**src/rtl/alu_arb_pkg.sv**
```systemverilog
// Shared opcode, flag and struct definitions for the ALU arbiter slice.
package alu_arb_pkg;
   localparam logic [2:0] OP_ADD = 3'd0;
   localparam logic [2:0] OP_SUB = 3'd1;
   localparam logic [2:0] OP_AND = 3'd2;
   localparam logic [2:0] OP_OR  = 3'd3;
   localparam logic [2:0] OP_XOR = 3'd4;
   localparam logic [2:0] OP_SLL = 3'd5;
   localparam logic [2:0] OP_SRL = 3'd6;
   localparam logic [2:0] OP_SRA = 3'd7;

   localparam int FLAG_OV   = 2;
   localparam int FLAG_SIGN = 1;
   localparam int FLAG_ZERO = 0;

   localparam int SHAMT_W = 5;

   typedef struct packed {
      logic [31:0] a;
      logic [31:0] b;
      logic [2:0]  op;
      logic        cin;
   } alu_req_t;

   typedef struct packed {
      logic [31:0] result;
      logic [2:0]  flags;
   } alu_rsp_t;

   function automatic logic is_arith(input logic [2:0] op);
      return (op == OP_ADD) || (op == OP_SUB);
   endfunction

   function automatic logic is_shift(input logic [2:0] op);
      return op >= OP_SLL;
   endfunction
endpackage

```
**src/rtl/alu32.sv**
```systemverilog
// Shared 32-bit ALU. The adder runs for every opcode, so its overflow output is
// only meaningful for ADD/SUB; callers must mask it for the other ops.
module alu32
   import alu_arb_pkg::*;
(
   input  logic [31:0] a_i,
   input  logic [31:0] b_i,
   input  logic [2:0]  op_i,
   input  logic        cin_i,
   output logic [31:0] result_o,
   output logic [2:0]  flags_o
);
   logic [31:0] b_eff;
   logic [31:0] sum;
   logic        c_eff;
   logic        ov_raw;

   always_comb begin
      // SUB computes a - b - cin as a + ~b + !cin.
      b_eff  = (op_i == OP_SUB) ? ~b_i : b_i;
      c_eff  = (op_i == OP_SUB) ? ~cin_i : cin_i;
      sum    = a_i + b_eff + {31'b0, c_eff};
      ov_raw = (a_i[31] == b_eff[31]) && (sum[31] != a_i[31]);
      case (op_i)
         OP_ADD, OP_SUB: result_o = sum;
         OP_AND:         result_o = a_i & b_i;
         OP_OR:          result_o = a_i | b_i;
         OP_XOR:         result_o = a_i ^ b_i;
         OP_SLL:         result_o = a_i << b_i[SHAMT_W-1:0];
         OP_SRL:         result_o = a_i >> b_i[SHAMT_W-1:0];
         default:        result_o = 32'($signed(a_i) >>> b_i[SHAMT_W-1:0]);
      endcase
      flags_o            = '0;
      flags_o[FLAG_OV]   = ov_raw;
      flags_o[FLAG_SIGN] = result_o[31];
      flags_o[FLAG_ZERO] = (result_o == 32'd0);
   end
endmodule

```
**src/rtl/rr_arbiter.sv**
```systemverilog
// Round-robin arbiter: one-hot grant over an eligible vector, searching from ptr.
module rr_arbiter #(
   parameter int N = 2
) (
   input  logic         clk,
   input  logic         rst_n,
   input  logic [N-1:0] eligible_i,
   output logic [N-1:0] grant_o
);
   localparam int PW = (N > 1) ? $clog2(N) : 1;

   logic [PW-1:0] ptr_q, ptr_d;
   logic [PW:0]   cand;
   logic [PW:0]   nxt;
   logic          found;

   always_comb begin
      grant_o = '0;
      ptr_d   = ptr_q;
      found   = 1'b0;
      cand    = '0;
      nxt     = '0;
      for (int off = 0; off < N; off++) begin
         cand = {1'b0, ptr_q} + (PW+1)'(off);
         if (cand >= (PW+1)'(N)) cand = cand - (PW+1)'(N);
         if (!found && eligible_i[cand[PW-1:0]]) begin
            found                   = 1'b1;
            grant_o[cand[PW-1:0]]   = 1'b1;
            nxt                     = cand + 1'b1;
            if (nxt == (PW+1)'(N)) nxt = '0;
            ptr_d                   = nxt[PW-1:0];
         end
      end
   end

   always_ff @(posedge clk) begin
      if (!rst_n) ptr_q <= '0;
      else        ptr_q <= ptr_d;
   end
endmodule

```
**src/rtl/alu_arbiter.sv**
```systemverilog
// Shares one ALU among NREQ requesters; results land in per-requester slots that
// hold until the owner drains them.
module alu_arbiter
   import alu_arb_pkg::*;
#(
   parameter int NREQ = 2,
   parameter int CNTW = 16
) (
   input  logic                  clk,
   input  logic                  rst_n,
   input  logic [NREQ-1:0]       req_valid,
   output logic [NREQ-1:0]       req_ready,
   input  logic [NREQ-1:0][31:0] req_a,
   input  logic [NREQ-1:0][31:0] req_b,
   input  logic [NREQ-1:0][2:0]  req_op,
   input  logic [NREQ-1:0]       req_cin,
   output logic [NREQ-1:0]       rsp_valid,
   input  logic [NREQ-1:0]       rsp_ready,
   output logic [NREQ-1:0][31:0] rsp_result,
   output logic [NREQ-1:0][2:0]  rsp_flags,
   output logic [CNTW-1:0]       grant_count
);
   logic [NREQ-1:0]       eligible;
   logic [NREQ-1:0]       grant;
   alu_req_t              alu_in;
   alu_rsp_t              alu_out;
   logic [2:0]            flags_clean;

   logic [NREQ-1:0]       vld_q, vld_d;
   logic [NREQ-1:0][31:0] res_q, res_d;
   logic [NREQ-1:0][2:0]  flg_q, flg_d;
   logic [CNTW-1:0]       cnt_q, cnt_d;

   // Gating with rst_n keeps req_ready low during the reset cycle.
   assign eligible  = {NREQ{rst_n}} & req_valid & (~vld_q | rsp_ready);
   assign req_ready = grant;

   rr_arbiter #(.N(NREQ)) u_rr (
      .clk        (clk),
      .rst_n      (rst_n),
      .eligible_i (eligible),
      .grant_o    (grant)
   );

   always_comb begin
      alu_in = '0;
      for (int i = 0; i < NREQ; i++) begin
         if (grant[i]) begin
            alu_in.a   = req_a[i];
            alu_in.b   = req_b[i];
            alu_in.op  = req_op[i];
            alu_in.cin = req_cin[i];
         end
      end
      if (is_shift(alu_in.op)) alu_in.b = {{(32-SHAMT_W){1'b0}}, alu_in.b[SHAMT_W-1:0]};
      if (!is_arith(alu_in.op)) alu_in.cin = 1'b0;
   end

   alu32 u_alu (
      .a_i      (alu_in.a),
      .b_i      (alu_in.b),
      .op_i     (alu_in.op),
      .cin_i    (alu_in.cin),
      .result_o (alu_out.result),
      .flags_o  (alu_out.flags)
   );

   always_comb begin
      flags_clean = alu_out.flags;
      if (!is_arith(alu_in.op)) flags_clean[FLAG_OV] = 1'b0;
   end

   // A grant wins over a drain on the same slot, so the slot stays full.
   always_comb begin
      vld_d = vld_q;
      res_d = res_q;
      flg_d = flg_q;
      cnt_d = cnt_q;
      for (int i = 0; i < NREQ; i++) begin
         if (grant[i]) begin
            vld_d[i] = 1'b1;
            res_d[i] = alu_out.result;
            flg_d[i] = flags_clean;
         end else if (rsp_ready[i]) begin
            vld_d[i] = 1'b0;
         end
      end
      if (|grant) cnt_d = cnt_q + 1'b1;
   end

   always_ff @(posedge clk) begin
      if (!rst_n) begin
         vld_q <= '0;
         res_q <= '0;
         flg_q <= '0;
         cnt_q <= '0;
      end else begin
         vld_q <= vld_d;
         res_q <= res_d;
         flg_q <= flg_d;
         cnt_q <= cnt_d;
      end
   end

   assign rsp_valid   = vld_q;
   assign rsp_result  = res_q;
   assign rsp_flags   = flg_q;
   assign grant_count = cnt_q;
endmodule

```
**config.mk**
```make
export PLATFORM = sky130hd
export DESIGN_NAME = alu_arbiter
export DESIGN_NICKNAME = d
export VERILOG_FILES = /design/src/rtl/alu_arb_pkg.sv /design/src/rtl/alu32.sv /design/src/rtl/rr_arbiter.sv /design/src/rtl/alu_arbiter.sv
export SDC_FILE = /design/constraint.sdc
export NUM_CORES = 1
export LEC_CHECK = 0
export CORE_MARGIN = 2
export CORE_UTILIZATION = 45
export DETAILED_ROUTE_END_ITERATION = 12
export GPL_TIMING_DRIVEN = 1
export HOLD_SLACK_MARGIN = 0.02
export PLACE_DENSITY_LB_ADDON = 0.05
export SLEW_MARGIN = 15
export SYNTH_ARGS = -nofsm -noshare
export SYNTH_HDL_FRONTEND = slang
export SYNTH_SLANG_ARGS = --single-unit
```
**constraint.sdc**
```tcl
create_clock -name clk -period 9 [get_ports clk]
set_input_delay 2.7 -clock clk [delete_from_list [all_inputs] [get_ports clk]]
set_output_delay 2.7 -clock clk [all_outputs]
set_load 0.02 [all_outputs]
```
==> run metrics <==
Hold Path Class=flip-flop to flip-flop; post-CTS sizing=0; vias in the first global route=15,400; Setup TNS Final=0 ns; Clock transition at path regs=0.07 ns; Post-synth EDFFs=0; Most used DFF post-synth=dfxtp_1; # Max-Cap Violations=0; Vias=16,700; Crit path required time=9.26 ns; Hold Fails Final Rpt=0; #FFs+latches synth=87; worst-path cell chain=clkdlybuf4s50_1 -> and2b_1 -> a2111oi_1 -> nor2_2 -> nand2_1 -> nor2_4 -> buf_4 -> xnor2_1 -> inv_1 -> fa_1 -> nor2b_1 -> o2111ai_1 -> a211oi_1 -> nor3_1 -> o21ai_0 -> xnor2_1 -> o22ai_1 -> a211oi_1 -> o21ai_1 -> or3_1 -> nor4_2 -> nand4_1 -> o31ai_1; htree depth=3; drt pass-1 iters=8; Worst Path Max Fanout=30; Routed WL=66.6 mm; DP HPWL=52.1 mm; synth-to-layout area growth=24.2%; Final nets=2,375; Leak=6.80 nW; max frequency=116 MHz; GP Congestion=1.10; commonest non-fill, non-tap cells in the layout=nand2_1 (291), clkdlybuf4s50_1 (230), nor2_1 (223); Slew Viols, Final=0; RSZ-0062 raised after global routing=no; Setup Viol. Count Final=0; syn nets=2,167; Core ar.=28,700 um^2; WL/cell=26.4 um; DR vias/cell=6.60; sequential area share after synthesis=13.3%; syn_area_per_cell=6.80 um^2; ranking of synthesized cells by area=dfxtp_1 (13%), ha_1 (9.2%), nand2_1 (8.3%); max-slew headroom at the worst pin=21.6%; Remaining Overflow, GRT=0; synthesized area=13,100 um^2; crit path time final=8.60 ns; Worst setup EP type=flip-flop; ant diodes=0; Die H=175 um; largest buffer count on any clock path=2; starting DRC count in detailed routing=2,427; Tcrit/Tclk final=95.6%; clk_lat worst skew=0.35 ns; Worst path max stage delay=0.66 ns; IO Count=232; # rows=62; CP Launch Type=primary input; cts bufs inserted=9; clk_skew=0.00929 ns; status=complete, no violations; ys async rst share=0%; initial antenna violation count=1; CTS tree=yes; slowest CP cell=a2111oi_1; Cell variety after synth=93; Worst Tran Pin Value=1.17 ns; Cells after Synth=1,927; # DRC=0; Worst VDD drop=106 uV; Synth warnings=0; post-cts hold buffer count=0; maximum number of pins on one net before global-route repair=78; Synth top area share=13.3%; Routed Antenna Nets=0; Die ar.=30,500 um^2; share of cells above drive strength 1=8.79%; first-pass GRT wire length=98.0 mm; CP Class=primary input to flip-flop; total track usage=42.0%; I/O Buffers=231; largest area contributor in the netlist=dfxtp_1; Initial Utilization=45.6%; chip width=175 um; WHS=0.455 ns; Num Clock Sinks=87; post-CTS setup buffer count=0; number of buffers and inverters on the critical path=3; commonest non-fill, non-tap cell in the layout=nand2_1; data arrival time of the worst path=8.86 ns; Pwr Density=128 nW/um^2; Root Driver=clkbuf_16; delay-heaviest family, CP=compound AO/OA/AOI/OAI gates
## routing by layer
layer  global-route usage (%)  vias to the layer above  part of all wire [%]
met5                        0                        -                     0
li1                         -                     7408                     -
met1                     56.0                     7803                    40
met3                     13.4                      237                    14
met4                     19.9                        0                   6.0
met2                     61.4                     1223                    41
## final cells by class
type / instances / area, um^2
Fill cell: 2800 / 12400
Tap cell: 384 / 480
Multi-Input combinational cell: 1607 / 10200
Inverter: 81 / 308
Sequential cell: 87 / 1740
Timing Repair Buffer: 349 / 3220
Clock buffer: 11 / 253
Clock inverter: 5 / 45.0
## through the flow
stage	total power, mW	std cells	utilization (%)	worst slack [ns]	cell area, um^2
2_1_floorplan	1.16	1927	-	0.624	13100
3_3_place_gp	1.65	2508	55.6	0.365	16000
3_5_place_dp	1.65	2508	55.6	0.00916	16000
4_1_cts	2.03	2524	56.7	0.305	16300
5_1_grt	2.16	2524	56.7	0.0692	16300
6_report	2.08	2524	56.7	0.396	16300
## synthesized netlist by cell type (6+ instances only)
cell type / n
nand2_1: 291
nor2_1: 226
a21oi_1: 174
mux2i_1: 101
ha_1: 96
dfxtp_1: 87
o22ai_1: 76
inv_1: 74
nand3_1: 72
o21ai_0: 69
a22oi_1: 60
clkbuf_1: 55
xor2_1: 45
buf_2: 41
a211oi_1: 37
nor3_1: 29
xnor2_1: 25
buf_6: 22
a31oi_1: 20
buf_1: 20
a21o_1: 18
and3_1: 18
o211ai_1: 17
buf_4: 14
nand4_1: 13
o221ai_1: 12
a211o_1: 11
a221oi_1: 11
o21ai_1: 11
o22a_1: 11
o21a_1: 9
o31ai_1: 9
mux2_2: 8
o32ai_1: 7
a22o_1: 6
a32oi_1: 6
nor2b_1: 6
o22ai_2: 6
## registers in the layout (all words and copies together) (netlist names)
register and count:
rsp_valid 2, rsp_result 62, rsp_flags 6, u_rr.ptr_q 1, grant_count 16
## report_power, final
group	internal, mW	switching, mW	total (mW)
clock network	0.207	0.168	0.375
registers	0.408	0.0142	0.422
logic	0.463	0.821	1.28
## final timing paths
check                 start             end  slack (ns)  cells after the start
min reg2reg  rsp_result[50]  rsp_result[50]        0.46                      2
min          rsp_result[50]  rsp_result[50]        0.46                      2
max            rsp_ready[0]    rsp_flags[3]        0.40                     23
max reg2reg    rsp_valid[0]    rsp_flags[3]        2.91                     22
## cells by family after synthesis
kind of cell | Yosys count | share of synthesized area (%)
muxes | 114 | 9.00
adders and majority gates | 98 | 9.47
AOI/OAI and AO/OA | 623 | 31.6
buffers and inverters | 233 | 8.76
DFF | 87 | 13.3
xor gates and xnor gates | 70 | 4.68
and+or+nand+nor | 702 | 23.2
## worst register-to-register path: stages, from the launching register on
cell       delay (ns)
dfxtp_1          0.36
nand2b_1         0.22
a2111oi_1        0.68
nor2_2           0.21
nand2_1          0.20
nor2_4           0.05
buf_4            0.28
xnor2_1          0.34
inv_1            0.11
fa_1             0.45
nor2b_1          0.17
o2111ai_1        0.22
a211oi_1         0.31
nor3_1           0.12
o21ai_0          0.33
xnor2_1          0.19
o22ai_1          0.12
a211oi_1         0.53
o21ai_1          0.14
or3_1            0.37
nor4_2           0.23
nand4_1          0.16
o31ai_1          0.22
Power figures use the tool's default switching activity.
